## config.mk

```make
export PLATFORM = sky130hd
export DESIGN_NAME = instr_fetch_unit
export DESIGN_NICKNAME = d
export VERILOG_FILES = /design/src/rtl/mips_pkg.sv /design/src/rtl/fetch_hold_buf.sv /design/src/rtl/instr_fetch_unit.sv
export SDC_FILE = /design/constraint.sdc
export NUM_CORES = 1
export LEC_CHECK = 0
export ABC_AREA = 1
export CORE_MARGIN = 8
export CORE_UTILIZATION = 58
export CTS_BUF_LIST = sky130_fd_sc_hd__clkbuf_2
export DETAILED_ROUTE_END_ITERATION = 8
export GPL_TIMING_DRIVEN = 0
export PLACE_DENSITY = 0.88
export SYNTH_ARGS = -nofsm -noshare
export SYNTH_HDL_FRONTEND = slang
export SYNTH_SLANG_ARGS = --single-unit
```

## constraint.sdc

```tcl
create_clock -name clk -period 3 [get_ports clk]
set_clock_uncertainty 0.15 [all_clocks]
set_input_delay 0.75 -clock clk [delete_from_list [all_inputs] [get_ports clk]]
set_output_delay 0.75 -clock clk [all_outputs]
set_load 0.01 [all_outputs]
```

## src/rtl/mips_pkg.sv

```systemverilog
// mips_pkg: constants shared by the MIPS front end.
//   - INSTR_W and the opcode values the decode-stage control unit matches on.
//   - Encoding of the fetch state machine (IDLE, REQ, WAIT, HOLD, DROP).
//   - Field-extraction helpers for the Op and Funct fields.
package mips_pkg;

  localparam int unsigned INSTR_W  = 32;
  localparam int unsigned OP_W     = 6;
  localparam int unsigned FSTATE_W = 3;

  // Opcodes consumed by the decode-stage control unit
  localparam logic [OP_W-1:0] OP_ADDI = 6'b001000;
  localparam logic [OP_W-1:0] OP_SUBI = 6'b001001;
  localparam logic [OP_W-1:0] OP_BEQZ = 6'b000100;
  localparam logic [OP_W-1:0] OP_LW   = 6'b100011;
  localparam logic [OP_W-1:0] OP_SW   = 6'b101011;

  // Fetch state encoding
  localparam logic [FSTATE_W-1:0] FS_IDLE = 3'd0;
  localparam logic [FSTATE_W-1:0] FS_REQ  = 3'd1;
  localparam logic [FSTATE_W-1:0] FS_WAIT = 3'd2;
  localparam logic [FSTATE_W-1:0] FS_HOLD = 3'd3;
  localparam logic [FSTATE_W-1:0] FS_DROP = 3'd4;

  function automatic logic [OP_W-1:0] instr_op(input logic [INSTR_W-1:0] instr);
    return instr[31:26];
  endfunction

  function automatic logic [OP_W-1:0] instr_funct(input logic [INSTR_W-1:0] instr);
    return instr[5:0];
  endfunction

endpackage

```

## src/rtl/fetch_hold_buf.sv

```systemverilog
// fetch_hold_buf: one-entry skid buffer for a fetched word that arrives while
// decode is stalled.
//   clk, rst_n     clock, asynchronous active-low reset
//   load           capture word_i / pcp4_i and mark full
//   drain          entry consumed by IF/ID; mark empty
//   clear          discard the entry (redirect); mark empty
//   word_i, pcp4_i incoming instruction word and its fetch address + 4
//   full           entry holds a word
//   word, pcp4     stored word and its fetch address + 4
module fetch_hold_buf
  import mips_pkg::*;
#(
  parameter int unsigned ADDR_W = 32
) (
  input  logic               clk,
  input  logic               rst_n,
  input  logic               load,
  input  logic               drain,
  input  logic               clear,
  input  logic [INSTR_W-1:0] word_i,
  input  logic [ADDR_W-1:0]  pcp4_i,
  output logic               full,
  output logic [INSTR_W-1:0] word,
  output logic [ADDR_W-1:0]  pcp4
);

  logic               full_q, full_d;
  logic [INSTR_W-1:0] word_q, word_d;
  logic [ADDR_W-1:0]  pcp4_q, pcp4_d;

  // Next entry: clear/drain empty it, load fills it
  always_comb begin
    full_d = full_q;
    word_d = word_q;
    pcp4_d = pcp4_q;
    if (clear || drain) begin
      full_d = 1'b0;
    end else if (load) begin
      full_d = 1'b1;
      word_d = word_i;
      pcp4_d = pcp4_i;
    end
  end

  always_ff @(posedge clk or negedge rst_n) begin
    if (!rst_n) begin
      full_q <= 1'b0;
      word_q <= '0;
      pcp4_q <= '0;
    end else begin
      full_q <= full_d;
      word_q <= word_d;
      pcp4_q <= pcp4_d;
    end
  end

  assign full = full_q;
  assign word = word_q;
  assign pcp4 = pcp4_q;

endmodule

```

## src/rtl/instr_fetch_unit.sv

```systemverilog
// instr_fetch_unit: MIPS instruction-fetch stage plus IF/ID register.
// Issues one request at a time to a variable-latency instruction memory,
// honours decode stalls and branch redirects (no delay slot).
//   clk, rst_n            clock, asynchronous active-low reset
//   StallD                hold IF/ID, do not advance the PC
//   PCSrcD, PCBranchD     decode-stage redirect and its target
//   IMemReq, IMemAddr     registered single-cycle request and its address
//   IMemValid, IMemRdata  memory response strobe and instruction word
//   InstrD, PCPlus4D      IF/ID instruction and its fetch address + 4
//   OpD, FunctD           combinational Op/Funct slices of InstrD
//   ValidD                InstrD holds a real instruction (0 = bubble)
//   FetchStallCnt         cycles in WAIT/HOLD/DROP, saturating; only when
//                         IFETCH_PERF_EN is defined
module instr_fetch_unit
  import mips_pkg::*;
#(
  parameter int unsigned       ADDR_W   = 32,
  parameter logic [ADDR_W-1:0] RESET_PC = '0
) (
  input  logic               clk,
  input  logic               rst_n,
  input  logic               StallD,
  input  logic               PCSrcD,
  input  logic [ADDR_W-1:0]  PCBranchD,
  output logic               IMemReq,
  output logic [ADDR_W-1:0]  IMemAddr,
  input  logic               IMemValid,
  input  logic [INSTR_W-1:0] IMemRdata,
  output logic [INSTR_W-1:0] InstrD,
  output logic [OP_W-1:0]    OpD,
  output logic [OP_W-1:0]    FunctD,
  output logic [ADDR_W-1:0]  PCPlus4D,
  output logic               ValidD
`ifdef IFETCH_PERF_EN
  ,
  output logic [31:0]        FetchStallCnt
`endif
);

  logic [FSTATE_W-1:0] state_q, state_d;
  logic [ADDR_W-1:0]   pc_q, pc_d;
  logic                imem_req_q, imem_req_d;
  logic [ADDR_W-1:0]   imem_addr_q, imem_addr_d;
  logic [INSTR_W-1:0]  instr_q, instr_d;
  logic [ADDR_W-1:0]   pcp4_q, pcp4_d;
  logic                valid_q, valid_d;

  logic [ADDR_W-1:0]   pc_plus4;
  logic                hb_load, hb_drain, hb_clear, hb_full;
  logic [INSTR_W-1:0]  hb_word;
  logic [ADDR_W-1:0]   hb_pcp4;

  // Wraps modulo 2^ADDR_W
  assign pc_plus4 = pc_q + ADDR_W'(4);

  fetch_hold_buf #(
    .ADDR_W (ADDR_W)
  ) u_hold_buf (
    .clk    (clk),
    .rst_n  (rst_n),
    .load   (hb_load),
    .drain  (hb_drain),
    .clear  (hb_clear),
    .word_i (IMemRdata),
    .pcp4_i (pc_plus4),
    .full   (hb_full),
    .word   (hb_word),
    .pcp4   (hb_pcp4)
  );

  // Next-state, PC and IF/ID update
  always_comb begin
    state_d  = state_q;
    pc_d     = pc_q;
    instr_d  = instr_q;
    pcp4_d   = pcp4_q;
    // IF/ID holds under stall, otherwise becomes a bubble unless loaded below
    valid_d  = StallD ? valid_q : 1'b0;
    hb_load  = 1'b0;
    hb_drain = 1'b0;
    hb_clear = 1'b0;

    case (state_q)
      FS_IDLE: state_d = FS_REQ;  // IMemValid ignored: flushes pre-reset responses
      FS_REQ:  state_d = FS_WAIT;
      FS_WAIT: begin
        if (IMemValid) begin
          pc_d = pc_plus4;
          if (!StallD) begin
            instr_d = IMemRdata;
            pcp4_d  = pc_plus4;
            valid_d = 1'b1;
            state_d = FS_REQ;
          end else begin
            hb_load = 1'b1;
            state_d = FS_HOLD;
          end
        end
      end
      FS_HOLD: begin
        if (!StallD) begin
          instr_d  = hb_word;
          pcp4_d   = hb_pcp4;
          valid_d  = hb_full;
          hb_drain = 1'b1;
          state_d  = FS_REQ;
        end
      end
      FS_DROP: begin
        if (IMemValid) state_d = FS_REQ;
      end
      default: state_d = FS_IDLE;
    endcase

    // Redirect wins over stall and over an arriving response
    if (PCSrcD) begin
      pc_d     = PCBranchD & ~ADDR_W'(3);
      instr_d  = instr_q;
      pcp4_d   = pcp4_q;
      valid_d  = 1'b0;
      hb_load  = 1'b0;
      hb_drain = 1'b0;
      case (state_q)
        FS_REQ:  state_d = FS_DROP;
        FS_WAIT: state_d = IMemValid ? FS_REQ : FS_DROP;
        FS_HOLD: begin
          hb_clear = 1'b1;
          state_d  = FS_REQ;
        end
        // IDLE/DROP: redirect only moves the PC; the pending drop still completes
        default: ;
      endcase
    end

    // Request is issued from the cycle spent in REQ, addressed by the new PC
    imem_req_d  = (state_d == FS_REQ);
    imem_addr_d = (state_d == FS_REQ) ? pc_d : imem_addr_q;
  end

  always_ff @(posedge clk or negedge rst_n) begin
    if (!rst_n) begin
      state_q     <= FS_IDLE;
      pc_q        <= RESET_PC;
      imem_req_q  <= 1'b0;
      imem_addr_q <= RESET_PC;
      instr_q     <= '0;
      pcp4_q      <= '0;
      valid_q     <= 1'b0;
    end else begin
      state_q     <= state_d;
      pc_q        <= pc_d;
      imem_req_q  <= imem_req_d;
      imem_addr_q <= imem_addr_d;
      instr_q     <= instr_d;
      pcp4_q      <= pcp4_d;
      valid_q     <= valid_d;
    end
  end

  assign IMemReq  = imem_req_q;
  assign IMemAddr = imem_addr_q;
  assign InstrD   = instr_q;
  assign PCPlus4D = pcp4_q;
  assign ValidD   = valid_q;
  assign OpD      = instr_op(instr_q);
  assign FunctD   = instr_funct(instr_q);

`ifdef IFETCH_PERF_EN
  logic [31:0] perf_cnt_q, perf_cnt_d;
  logic        perf_stall;

  // Saturating count of cycles waiting on memory or decode
  always_comb begin
    perf_stall = (state_q == FS_WAIT) || (state_q == FS_HOLD) || (state_q == FS_DROP);
    perf_cnt_d = perf_cnt_q;
    if (perf_stall && (perf_cnt_q != 32'hFFFF_FFFF)) perf_cnt_d = perf_cnt_q + 32'd1;
  end

  always_ff @(posedge clk or negedge rst_n) begin
    if (!rst_n) perf_cnt_q <= '0;
    else        perf_cnt_q <= perf_cnt_d;
  end

  assign FetchStallCnt = perf_cnt_q;
`endif

endmodule

```

==> results of run 1 <==
-- metal layers --
layer / wire [um] / track usage
met1: 11700 / 0.356
met2: 12500 / 0.425
met3: 2090 / 0.0568
met4: 550 / 0.0968
met5: 0 / 0
-- cells by family after synthesis --
logic type,after synthesis,share of synthesized area
flip-flops,198,0.533
adder cells (fa/ha/maj),1,0.00134
XOR/XNOR,10,0.0102
AO/OA/AOI/OAI,175,0.107
buffers and inverters,123,0.0650
AND/OR/NAND/NOR,668,0.284
-- cells in the mapped netlist, drive strengths merged --
cell type | instances | area [sq um]
nand2 | 497 | 1880
o22ai | 1 | 6.26
and2 | 2 | 12.5
o21ai | 44 | 220
or2 | 5 | 31.3
inv | 53 | 204
a31oi | 50 | 313
a21oi | 69 | 357
nand3b | 2 | 15.0
nand3 | 32 | 160
buf | 56 | 348
xnor2 | 3 | 26.3
nor3 | 1 | 5.00
nand4 | 2 | 12.5
clkbuf | 14 | 52.6
o211ai | 7 | 66.3
nor2 | 127 | 523
xor2 | 7 | 68.8
o31ai | 1 | 7.51
dfrtp | 198 | 4950
a21boi | 3 | 22.5
ha | 1 | 12.5
-- power by group through the flow --
stage	Clock, mW	Sequential (mW)	Combinational [mW]
floorplan	0	4.67	2.25
global placement	0	4.42	4.71
detailed placement	0	4.48	4.83
CTS	1.35	4.42	4.86
global route	1.45	4.56	5.31
finish	1.34	4.43	4.83
-- final cells by class --
cell class | instances | area, sq um
Antenna cell | 1 | 2.50
Buffer | 70 | 400
Clock buffer | 19 | 95.1
Tap cell | 216 | 270
Timing Repair Buffer | 177 | 1790
Multi-Input combinational cell | 854 | 3740
Fill cell | 1242 | 4160
Inverter | 53 | 204
Clock inverter | 13 | 150
Sequential cell | 198 | 4950
-- layout by cell type, fill, tap and decap left out, types with 4 or more instances in the layout --
cell type	instances
a21oi_1	68
a31oi_1	50
buf_2	29
buf_4	21
clkbuf_1	14
clkbuf_2	19
clkdlybuf4s50_1	174
dfrtp_1	198
inv_1	46
inv_2	5
nand2_1	492
nand2_2	4
nand3_1	32
nor2_1	118
nor2_2	6
o211ai_1	6
o21ai_0	31
o21ai_1	13
or2_2	5
xor2_1	6
-- registers in the layout, summed over array words and instances (netlist names) --
register         cells
IMemAddr            32
IMemReq              1
InstrD              32
PCPlus4D            32
ValidD               1
pc_q                32
state_q              3
u_hold_buf.full      1
u_hold_buf.pcp4     32
u_hold_buf.word     32
-- worst max-delay path by stage --
stage | from | endpoint | slack [ns] | cells past startpoint
final | InstrD[0] | InstrD[0] | 0.21 | 2
after global routing | InstrD[31] | OpD[5] | 0.12 | 2
after CTS | InstrD[0] | InstrD[0] | 0.17 | 2
after detailed placement | StallD | u_hold_buf.word[28] | 0.22 | 8
after global placement | rst_n | InstrD[30] | -6.91 | 1
after floorplan | PCSrcD | PCPlus4D[10] | 1.02 | 8
-- metrics by stage --
stage / std cells / worst slack [ns] / util / hold slack, ns / TNS [ns]
floorplan: 1175 / 1.02 / - / 0.299 / 0
global placement: 1566 / -6.91 / 0.718 / 0.312 / -1364.90
detailed placement: 1567 / 0.218 / 0.720 / 0.314 / 0
CTS: 1600 / 0.168 / 0.736 / 0.266 / 0
global route: 1601 / 0.123 / 0.736 / 0.280 / 0
finish: 1601 / 0.211 / 0.736 / 0.291 / 0
==> impl_metrics.json, run 1 <==
{
  "grt_pass1_wl_um": 42700,
  "relSlewSlack": 0.583,
  "die-area_sq_um": 20300,
  "drive_gt1_frac": 0.0824,
  "fin_area_sq_um": 11600,
  "critical_path_class": "register to output port",
  "placed_area_sq_um": 11400,
  "yosysSeqAreaShare": 0.533,
  "ant_nets": 0,
  "p_comb_frac": 0.456,
  "period_minus_slack_ns": 2.79,
  "critPathBufInv": 2,
  "syn_inst": 1175,
  "ir_drop_uv": 524,
  "fin_nets": 1441,
  "vias": 8496,
  "cts_resized": 0,
  "reg2reg_slack_ns": 0.82,
  "timing.rr.end": "IMemAddr[28]",
  "post_cts_buffers": 0,
  "cts_made_buffers": 17,
  "hold_class": "primary input to async pin",
  "insertion_delay_ns": 0.79,
  "place_congestion": 0.975,
  "start_util": 0.590,
  "cts.sinks": 198,
  "switchingPower_mw": 4.13,
  "switching_share": 0.390,
  "clockBufferDepth": 2,
  "critical_path.top_delay_family": "buffers and inverters",
  "setup_viol": 0,
  "port_buffers": 175,
  "post-route-drc-count": 0,
  "io_pins": 179,
  "syn_nets": 1245,
  "rr_worst_depth": 12,
  "area_growth_pct": 24.9,
  "dr.pass1.iters": 5,
  "maxSlewViolCount": 0,
  "antenna_found_initial": 1,
  "first_iter_violations": 795,
  "gr-total-overflow": 0,
  "grt_pass1_vias": 8302,
  "cp_max_fo": 3,
  "die_h_um": 143,
  "power_density_nw_per_um2": 913,
  "start_kind": "register",
  "cp.required_ns": 2.10,
  "ctsHoldBuffers": 1,
  "worstSetupEndpointType": "output port",
  "synth.cell_area_sq_um": 9300,
  "cp_slowest_cell": "clkdlybuf4s50_1",
  "core_area_sq_um": 15800,
  "outcome": "finished, final reports clean",
  "final-hold-violation-count": 0,
  "hpwl_um": 20700,
  "period_share": 0.930,
  "max_freq_mhz": 359,
  "p_leak_nw": 5.62,
  "tightest_slew_ns": 0.626,
  "via_per_inst": 5.31,
  "cts_tree": "done",
  "grt_max_degree": 128,
  "drv_cap": 0,
  "die_width_um": 143,
  "cp_slowest_stage_delay_ns": 0.53,
  "ys.warnings.count": 0,
  "total_power_mw": 10.6,
  "syn_area_per_cell_sq_um": 7.92,
  "clock_power_share": 0.126,
  "crit_arrival_ns": 1.89,
  "path_clk_slew_ns": 0.29,
  "wire_per_inst_um": 16.7,
  "totalWireLength_um": 26800,
  "h-tree-depth": 4,
  "synth-seq-cells": 198,
  "yosys.cell_types.count": 37,
  "p_int_mw": 6.47,
  "r2r_start": "pc_q[3]",
  "clockRootBuffer": "clkbuf_2",
  "pwr-share-seq": 0.418,
  "grt.total_usage": 0.268,
  "worstPathCellList": "buf_4, clkdlybuf4s50_1",
  "rows": 46,
  "rsz0062_at_grt": "false"
}
No activity file was read; power rests on OpenSTA's default activity.
==> run 2: changes to the inputs <==
--- a/config.mk
+++ b/config.mk
@@ -9,6 +9,8 @@
 export CORE_MARGIN = 8
 export CORE_UTILIZATION = 58
 export CTS_BUF_LIST = sky130_fd_sc_hd__clkbuf_2
+export CTS_CLUSTER_DIAMETER = 60
+export CTS_CLUSTER_SIZE = 8
 export DETAILED_ROUTE_END_ITERATION = 8
 export GPL_TIMING_DRIVEN = 0
 export PLACE_DENSITY = 0.88
==> results of run 2 <==
Final layout, timing and power as in run 1 (identical DEF).
